**config.mk**
```make
export PLATFORM = sky130hd
export DESIGN_NAME = fetch_pc_stage
export DESIGN_NICKNAME = d
export VERILOG_FILES = /design/src/rtl/fetch_pkg.sv /design/src/rtl/sat_counter16.sv /design/src/rtl/fetch_pc_stage.sv
export SDC_FILE = /design/constraint.sdc
export NUM_CORES = 1
export LEC_CHECK = 0
export ABC_AREA = 1
export CAP_MARGIN = 20
export CORE_MARGIN = 1.5
export CORE_UTILIZATION = 40
export DETAILED_ROUTE_END_ITERATION = 10
export PLACE_DENSITY = 0.68
export SLEW_MARGIN = 10
export SYNTH_ARGS = -nofsm -noshare
export SYNTH_HDL_FRONTEND = slang
export SYNTH_HIERARCHICAL = 1
export SYNTH_SLANG_ARGS = --single-unit
```
**constraint.sdc**
```tcl
create_clock -name clk -period 1.9 [get_ports clk]
set_input_delay 0.38 -clock clk [delete_from_list [all_inputs] [get_ports clk]]
set_output_delay 0.38 -clock clk [all_outputs]
set_load 0.01 [all_outputs]
```
**src/rtl/fetch_pkg.sv**
```systemverilog
// Shared types and constants for the instruction-fetch stage.
package fetch_pkg;
    localparam int PC_W        = 16;
    localparam int INSTR_W_DEF = 9;

    localparam logic [INSTR_W_DEF-1:0] NOP_OP_DEF  = 9'h000;
    localparam logic [INSTR_W_DEF-1:0] HALT_OP_DEF = 9'h1FF;

    typedef enum logic [1:0] {IDLE, RUN, HALT} fetch_state_t;
endpackage

```
**src/rtl/sat_counter16.sv**
```systemverilog
// 16-bit up counter with increment enable that sticks at all-ones.
module sat_counter16 (
    input  logic        clk,
    input  logic        reset,
    input  logic        inc,
    output logic [15:0] count
);
    logic [15:0] count_reg;

    always_ff @(posedge clk or posedge reset) begin
        if (reset) begin
            count_reg <= '0;
        end else if (inc && (count_reg != 16'hFFFF)) begin
            count_reg <= count_reg + 16'd1;
        end
    end

    assign count = count_reg;
endmodule

```
**src/rtl/fetch_pc_stage.sv**
```systemverilog
// Instruction-fetch stage: owns the PC, drives imem and fills the IF/ID register.
module fetch_pc_stage
    import fetch_pkg::*;
#(
    parameter int                  INSTR_W  = INSTR_W_DEF,
    parameter logic [PC_W-1:0]     RESET_PC = 16'h0000,
    parameter logic [INSTR_W-1:0]  HALT_OP  = HALT_OP_DEF,
    parameter logic [INSTR_W-1:0]  NOP_OP   = NOP_OP_DEF
) (
    input  logic               clk,
    input  logic               reset,
    input  logic               start,
    input  logic               stall,
    input  logic               branch_taken,
    input  logic [PC_W-1:0]    target_in,
    output logic [PC_W-1:0]    imem_addr,
    input  logic [INSTR_W-1:0] imem_rdata,
    output logic [INSTR_W-1:0] ifid_instr,
    output logic [PC_W-1:0]    ifid_pc,
    output logic               ifid_valid,
    output logic               halted,
    output logic [15:0]        fetch_count
);
    fetch_state_t       state_reg, state_next;
    logic [PC_W-1:0]    pc_reg, pc_next;
    logic [INSTR_W-1:0] instr_reg, instr_next;
    logic [PC_W-1:0]    ipc_reg, ipc_next;
    logic               valid_reg, valid_next;
    logic               halted_reg, halted_next;
    logic               count_inc;

    always_comb begin
        state_next  = state_reg;
        pc_next     = pc_reg;
        instr_next  = instr_reg;
        ipc_next    = ipc_reg;
        valid_next  = valid_reg;
        halted_next = halted_reg;
        count_inc   = 1'b0;
        case (state_reg)
            IDLE: begin
                if (start) state_next = RUN;
            end
            RUN: begin
                // A redirect squashes this cycle's fetch, even over a stall.
                if (branch_taken) begin
                    pc_next    = target_in;
                    instr_next = NOP_OP;
                    ipc_next   = pc_reg;
                    valid_next = 1'b0;
                end else if (!stall) begin
                    instr_next = imem_rdata;
                    ipc_next   = pc_reg;
                    valid_next = 1'b1;
                    count_inc  = 1'b1;
                    if (imem_rdata == HALT_OP) begin
                        state_next  = HALT;
                        halted_next = 1'b1;
                    end else begin
                        pc_next = pc_reg + 16'd1;
                    end
                end
            end
            HALT: begin
                valid_next = 1'b0;
                instr_next = NOP_OP;
                if (start) begin
                    pc_next     = RESET_PC;
                    state_next  = RUN;
                    halted_next = 1'b0;
                end
            end
            default: state_next = IDLE;
        endcase
    end

    always_ff @(posedge clk or posedge reset) begin
        if (reset) begin
            state_reg  <= IDLE;
            pc_reg     <= RESET_PC;
            instr_reg  <= NOP_OP;
            ipc_reg    <= '0;
            valid_reg  <= 1'b0;
            halted_reg <= 1'b0;
        end else begin
            state_reg  <= state_next;
            pc_reg     <= pc_next;
            instr_reg  <= instr_next;
            ipc_reg    <= ipc_next;
            valid_reg  <= valid_next;
            halted_reg <= halted_next;
        end
    end

    sat_counter16 u_fetch_count (
        .clk   (clk),
        .reset (reset),
        .inc   (count_inc),
        .count (fetch_count)
    );

    assign imem_addr  = pc_reg;
    assign ifid_instr = instr_reg;
    assign ifid_pc    = ipc_reg;
    assign ifid_valid = valid_reg;
    assign halted     = halted_reg;
endmodule
```
== Word level (Yosys, flattened, before mapping) ==
Index checks and enable logic that the tools add are counted.
W data, S select, Z words.

* Muxes and demuxes: 26
* Reductions and logical operators: 9
* $add $sub $neg: 2
* Eq/ne operators: 12

{| class="wikitable"
|+ Operator list
! cell !! number
|-
| $mux W16 || 6
|-
| $add A16 B1 Y16 const B || 2
|-
| $pmux W16 S2 || 1
|-
| $mux W9 || 2
|-
| $pmux W9 S2 || 1
|-
| $ne A16 B16 Y1 const B || 1
|-
| $eq A9 B9 Y1 const B || 1
|-
| $mux W1 || 9
|-
| $mux W2 || 4
|-
| $ne A2 B2 Y1 const B || 4
|-
| $reduce_and A4 Y1 || 2
|-
| $ne A3 B3 Y1 const B || 2
|-
| $reduce_and A5 Y1 || 1
|-
| $ne A2 B1 Y1 const B || 2
|-
| $pmux W1 S2 || 2
|-
| $pmux W2 S2 || 1
|-
| $reduce_and A2 Y1 || 2
|-
| $eq A2 B1 Y1 const B || 1
|-
| $eq A2 B2 Y1 const B || 1
|-
| $logic_not A2 Y1 || 1
|-
| $reduce_bool A2 Y1 || 1
|-
| $reduce_or A2 Y1 || 1
|-
| $logic_and A1 B1 Y1 || 1
|}

* Flip-flop bits (word level): 61
* Output and inout port bits: 59
* Word-level logic and storage cells: 56
* Input port bits: 30

== Logic depth before layout (Yosys ltp) ==
Gate-level depths: netlist of run 1.

* Word-level depth: 5
* Depth in mapped cells: 14
* Depth with buffers taken out: 14

== Cells and area by module ==
The synthesis of run 1 kept the hierarchy.

{| class="wikitable"
|+ Modules (own cells, without submodules)
! module !! cells an instance !! times used !! area each (um^2) !! sequential area each (um^2)
|-
| fetch_pc_stage || 317 || 1 || 2351.0 || 1126.1
|-
| sat_counter16 || 150 || 1 || 1069.8 || 400.4
|}

== Worst setup path after synthesis of run 1 ==
No wires, ideal clock.

* Kind: input-to-reg
* Start point: in branch_taken
* End point: reg u_fetch_count.count_reg[13], in the netlist u_fetch_count/count[13]
* Data required time: 1.787 ns
* Cell stages on the path: 12
* Slack: 0.256 ns
* Arrival time: 1.531 ns
* Library setup time: 0.113 ns
* Path buffers: 2
* Cells stage by stage: buf_2 > inv_2 > buf_2 > nand2_1 > inv_1 > inv_1 > nor2_1 > nand2_1 > nor2_1 > nand3_1 > nand2_1 > inv_1

* Longest elaborated chain between the ends: 3

{| class="wikitable"
|+ Ends and longest elaborated chain
! element !! line !! text
|-
| start: declaration || fetch_pc_stage.sv:14 || <nowiki>input logic branch_taken,</nowiki>
|-
| $mux W1 || fetch_pc_stage.sv:46 || <nowiki>if (branch_taken) begin</nowiki>
|-
| $mux W1 || fetch_pc_stage.sv:40 || <nowiki>case (state_reg)</nowiki>
|-
| via count_inc || fetch_pc_stage.sv:30 || <nowiki>logic count_inc;</nowiki>
|-
| $logic_and A1 B1 Y1 || sat_counter16.sv:13 || <nowiki>end else if (inc && (count_reg != 16'hFFFF)) begin</nowiki>
|-
| end signal: assignment || sat_counter16.sv:14 || <nowiki>count_reg <= count_reg + 16'd1;</nowiki>
|-
| end: declaration || sat_counter16.sv:8 || <nowiki>logic [15:0] count_reg;</nowiki>
|}

The timed path passes the listed nets, and every way through them passes these cells.
A chain may end at the register's enable or synchronous reset.

== Worst setup path after layout of run 1 ==
* Start point: reg pc_reg[6], in the netlist imem_addr[6]
* End point: out imem_addr[6]

{| class="wikitable"
|+ RTL lines
! element !! line !! text
|-
| start: declaration || fetch_pc_stage.sv:25 || <nowiki>logic [PC_W-1:0] pc_reg, pc_next;</nowiki>
|-
| start signal: assignment || fetch_pc_stage.sv:87 || <nowiki>pc_reg <= pc_next;</nowiki>
|-
| end: declaration || fetch_pc_stage.sv:16 || <nowiki>output logic [PC_W-1:0] imem_addr,</nowiki>
|}

No word-level cell between the ends.

==> flow_summary_export.csv, run 1 <==
group,metric,value,unit
die,fp-row-count,33,
clocking,clk_pin_slew,0.08,ns
route,vias,3335,
clocking,cts_made_buffers,9,
placement,gp_congestion,0.845,
global_routing,grt_usage,21.2,%
synth,synth.distinct_cells,28,
setup_path,cp-start-kind,"flip-flop",
setup_path,cp_num_buf_inv,1,
pwr,leakage,2.17,nW
timing,grt_setup_unrepaired,"no",
setup_path,worstSetupEndpointType,"output pin",
setup_path,crit_slowest_cell,"clkdlybuf4s50_1",
route,drtPass1Iterations,5,
die,coreArea,0.00826,sq mm
global_routing,overflow,0,
run,max_cap_violations,0,
route,viasPerCell,4.93,
timing,setup_viol,0,
cells_and_area,area_growth,38.1,%
placement,io_buffers,88,
global_routing,antenna_found_initial,0,
setup_path,r2r_slack,0.24,ns
setup_path,cp_data_required_time,1.52,ns
clocking,htreeDepth,3,
clocking,clk_path_buf_depth,2,
synth,ys_seq_elements,61,
global_routing,use_met3,4.78,%
setup_path,critPathMaxFanout,6,
timing,clock_skew,0.0112,ns
clocking,cts_tree,"built",
cells_and_area,final_nets,599,
timing,final.setup.tns,0,ns
timing,tightest_slew,0.538,ns
route,ant_nets,0,
die,ioPinCount,89,
global_routing,grt_pass1_wl,14800,microns
timing,finalCritPeriodShare,97.1,%
worst_hold_path,hold_path_class,"input pin to async pin",
clocking,ctsResizeCount,0,
run_status,outcome,"complete, no violations",
die,die_h,95.5,microns
cells_and_area,drive_above_1_share,10.8,%
cells_and_area,mostFrequentLayoutCells,"159 x nand2_1, 88 x clkdlybuf4s50_1, 61 x dfrtp_1",
synth,syn_area_per_cell,7.33,sq um
setup_path,path_cells,"clkdlybuf4s50_1",
die,fp.dieW,95.5,microns
clocking,ctsHoldBuffers,0,
synth,yosys_warnings,6,
timing,fin_crit,1.85,ns
global_routing,top_usage_layer,"met1",
setup_path,cp_top_family,"buffers and inverters",
global_routing,first_global_vias,3047,
clocking,cts_sinks,61,
global_routing,met2_usage,30.3,%
synth,synthesis.area,0.00342,sq mm
synth,syn_inst,467,
placement,dp_hpwl,6690,microns
timing,drv_slew,0,
synth,syn-num-nets,499,
route,wirelength,8990,microns
pwr,power,6.76,mW
route,drc,0,
clocking,clk-insertion-delay-late,0.33,ns
route,drt_iter0_markers,225,
cells_and_area,layout_commonest_cell,"nand2_1",
clocking,postCtsSetupBuffers,0,
synth,ys_seq_area_share,44.6,%
synth,synth.top_cell.area_share,44.6,%
pwr,power_density,1430,mW/mm^2
synth,yosysTopAreaCell,"dfrtp_1",
die,initial_core_util,41.4,%
die,dieArea,0.00912,sq mm
route,wire_per_inst,13.3,microns
global_routing,grt_max_degree,46,
setup_path,slowest_delay,0.60,ns
timing,max_freq,542,MHz
setup_path,worst_ep_arrival_time,1.47,ns
global_routing,use_met1,31.7,%
setup_path,worst-setup-path-type,"flip-flop to output pin",
timing,slew_headroom,64.1,%
timing,hold_viol,0,
pwr,peakVddDrop,0.000600,V
synth,ys_top_cells_by_area,"dfrtp_1 45%, nand2_1 17%, nand3_1 8.0%",
cells_and_area,num_antenna_cells,0,
clocking,clockRootBuffer,"clkbuf_8",
[logic make-up after synthesis]
family,Yosys count,synth area share [%]
adder cells (fa/ha/maj),2,0.731
buffers and inverters,53,6.77
flip-flops,61,44.6
AO/OA/AOI/OAI,42,7.28
AND/OR/NAND/NOR,300,38.3
XOR/XNOR,9,2.30
[cell usage after synthesis]
master	number
o21bai_1	1
nor2_1	56
nand2_2	7
buf_4	1
nor2_2	3
buf_6	1
xnor2_1	2
a21oi_4	1
o21ai_1	15
buf_2	8
inv_2	5
nand3b_1	4
a211oi_1	1
ha_1	2
o21ai_0	15
nand2_4	1
inv_1	34
nand4_1	9
buf_8	1
nand3_1	55
nand2_1	159
xor2_1	7
a21oi_1	3
buf_1	2
clkbuf_1	1
dfrtp_1	61
nor2_4	6
o21ai_2	6
[worst register-to-register path: stages, from the launching register on]
cell and delay (ns):
dfrtp_1 0.49, ha_2 0.29, nand3_1 0.13, nor2_1 0.20, nand3_1 0.10, nor2_1 0.16
nand2_1 0.07, nand2_1 0.06, nand2_1 0.05
[metal layers]
layer / vias up / share of wire, %
met4: 0 / 0.83
li1: 1694 / -
met2: 117 / 42
met5: - / 0
met1: 1520 / 50
met3: 4 / 7.1
[metrics by stage]
stage          setup WS [ns]  hold WS, ns  utilization (%)  instances  instance area [sq um]
4_1_cts               0.0533        0.401             57.2        677                   4720
2_1_floorplan          0.256        0.294                -        467                   3420
3_5_place_dp         -0.0385        0.467             54.8        661                   4520
5_1_grt             0.000474        0.444             57.2        677                   4730
3_3_place_gp         -0.0364        0.454             54.8        661                   4520
6_report              0.0548        0.408             57.2        677                   4730
[where the power goes]
group / internal (mW) / switching, mW
registers: 1.83 / 0.590
logic: 1.59 / 1.62
clock network: 0.609 / 0.531
total: 4.02 / 2.74
[area by class of cell]
type / count / area (sq um)
flip-flops and latches: 61 / 1530
fillers: 809 / 3530
well taps: 105 / 131
inverters: 39 / 146
repair buffers: 103 / 1060
clock buffers: 9 / 124
clock inverters: 7 / 76.3
multi-input cells: 353 / 1670
[final timing paths]
kind,from,end,cells past startpoint
setup / recovery,imem_addr[6],imem_addr[6],1
hold reg to reg,ifid_pc[8],ifid_pc[8],2
max in group asynchronous,reset,ifid_instr[7],3
setup reg to reg,u_fetch_count/count[0],u_fetch_count/count[14],8
hold / removal,reset,u_fetch_count/count[4],3
min in group clk,ifid_pc[8],ifid_pc[8],2
Note: power is estimated with default switching activity, not from simulation.
==> inputs of run 2 (changes only) <==
--- a/config.mk
+++ b/config.mk
@@ -16,3 +16,4 @@
 export SYNTH_HDL_FRONTEND = slang
 export SYNTH_HIERARCHICAL = 1
 export SYNTH_SLANG_ARGS = --single-unit
+export TNS_END_PERCENT = 1
==> results of run 2 <==
No change in the layout: final DEF, timing and power equal those of run 1.
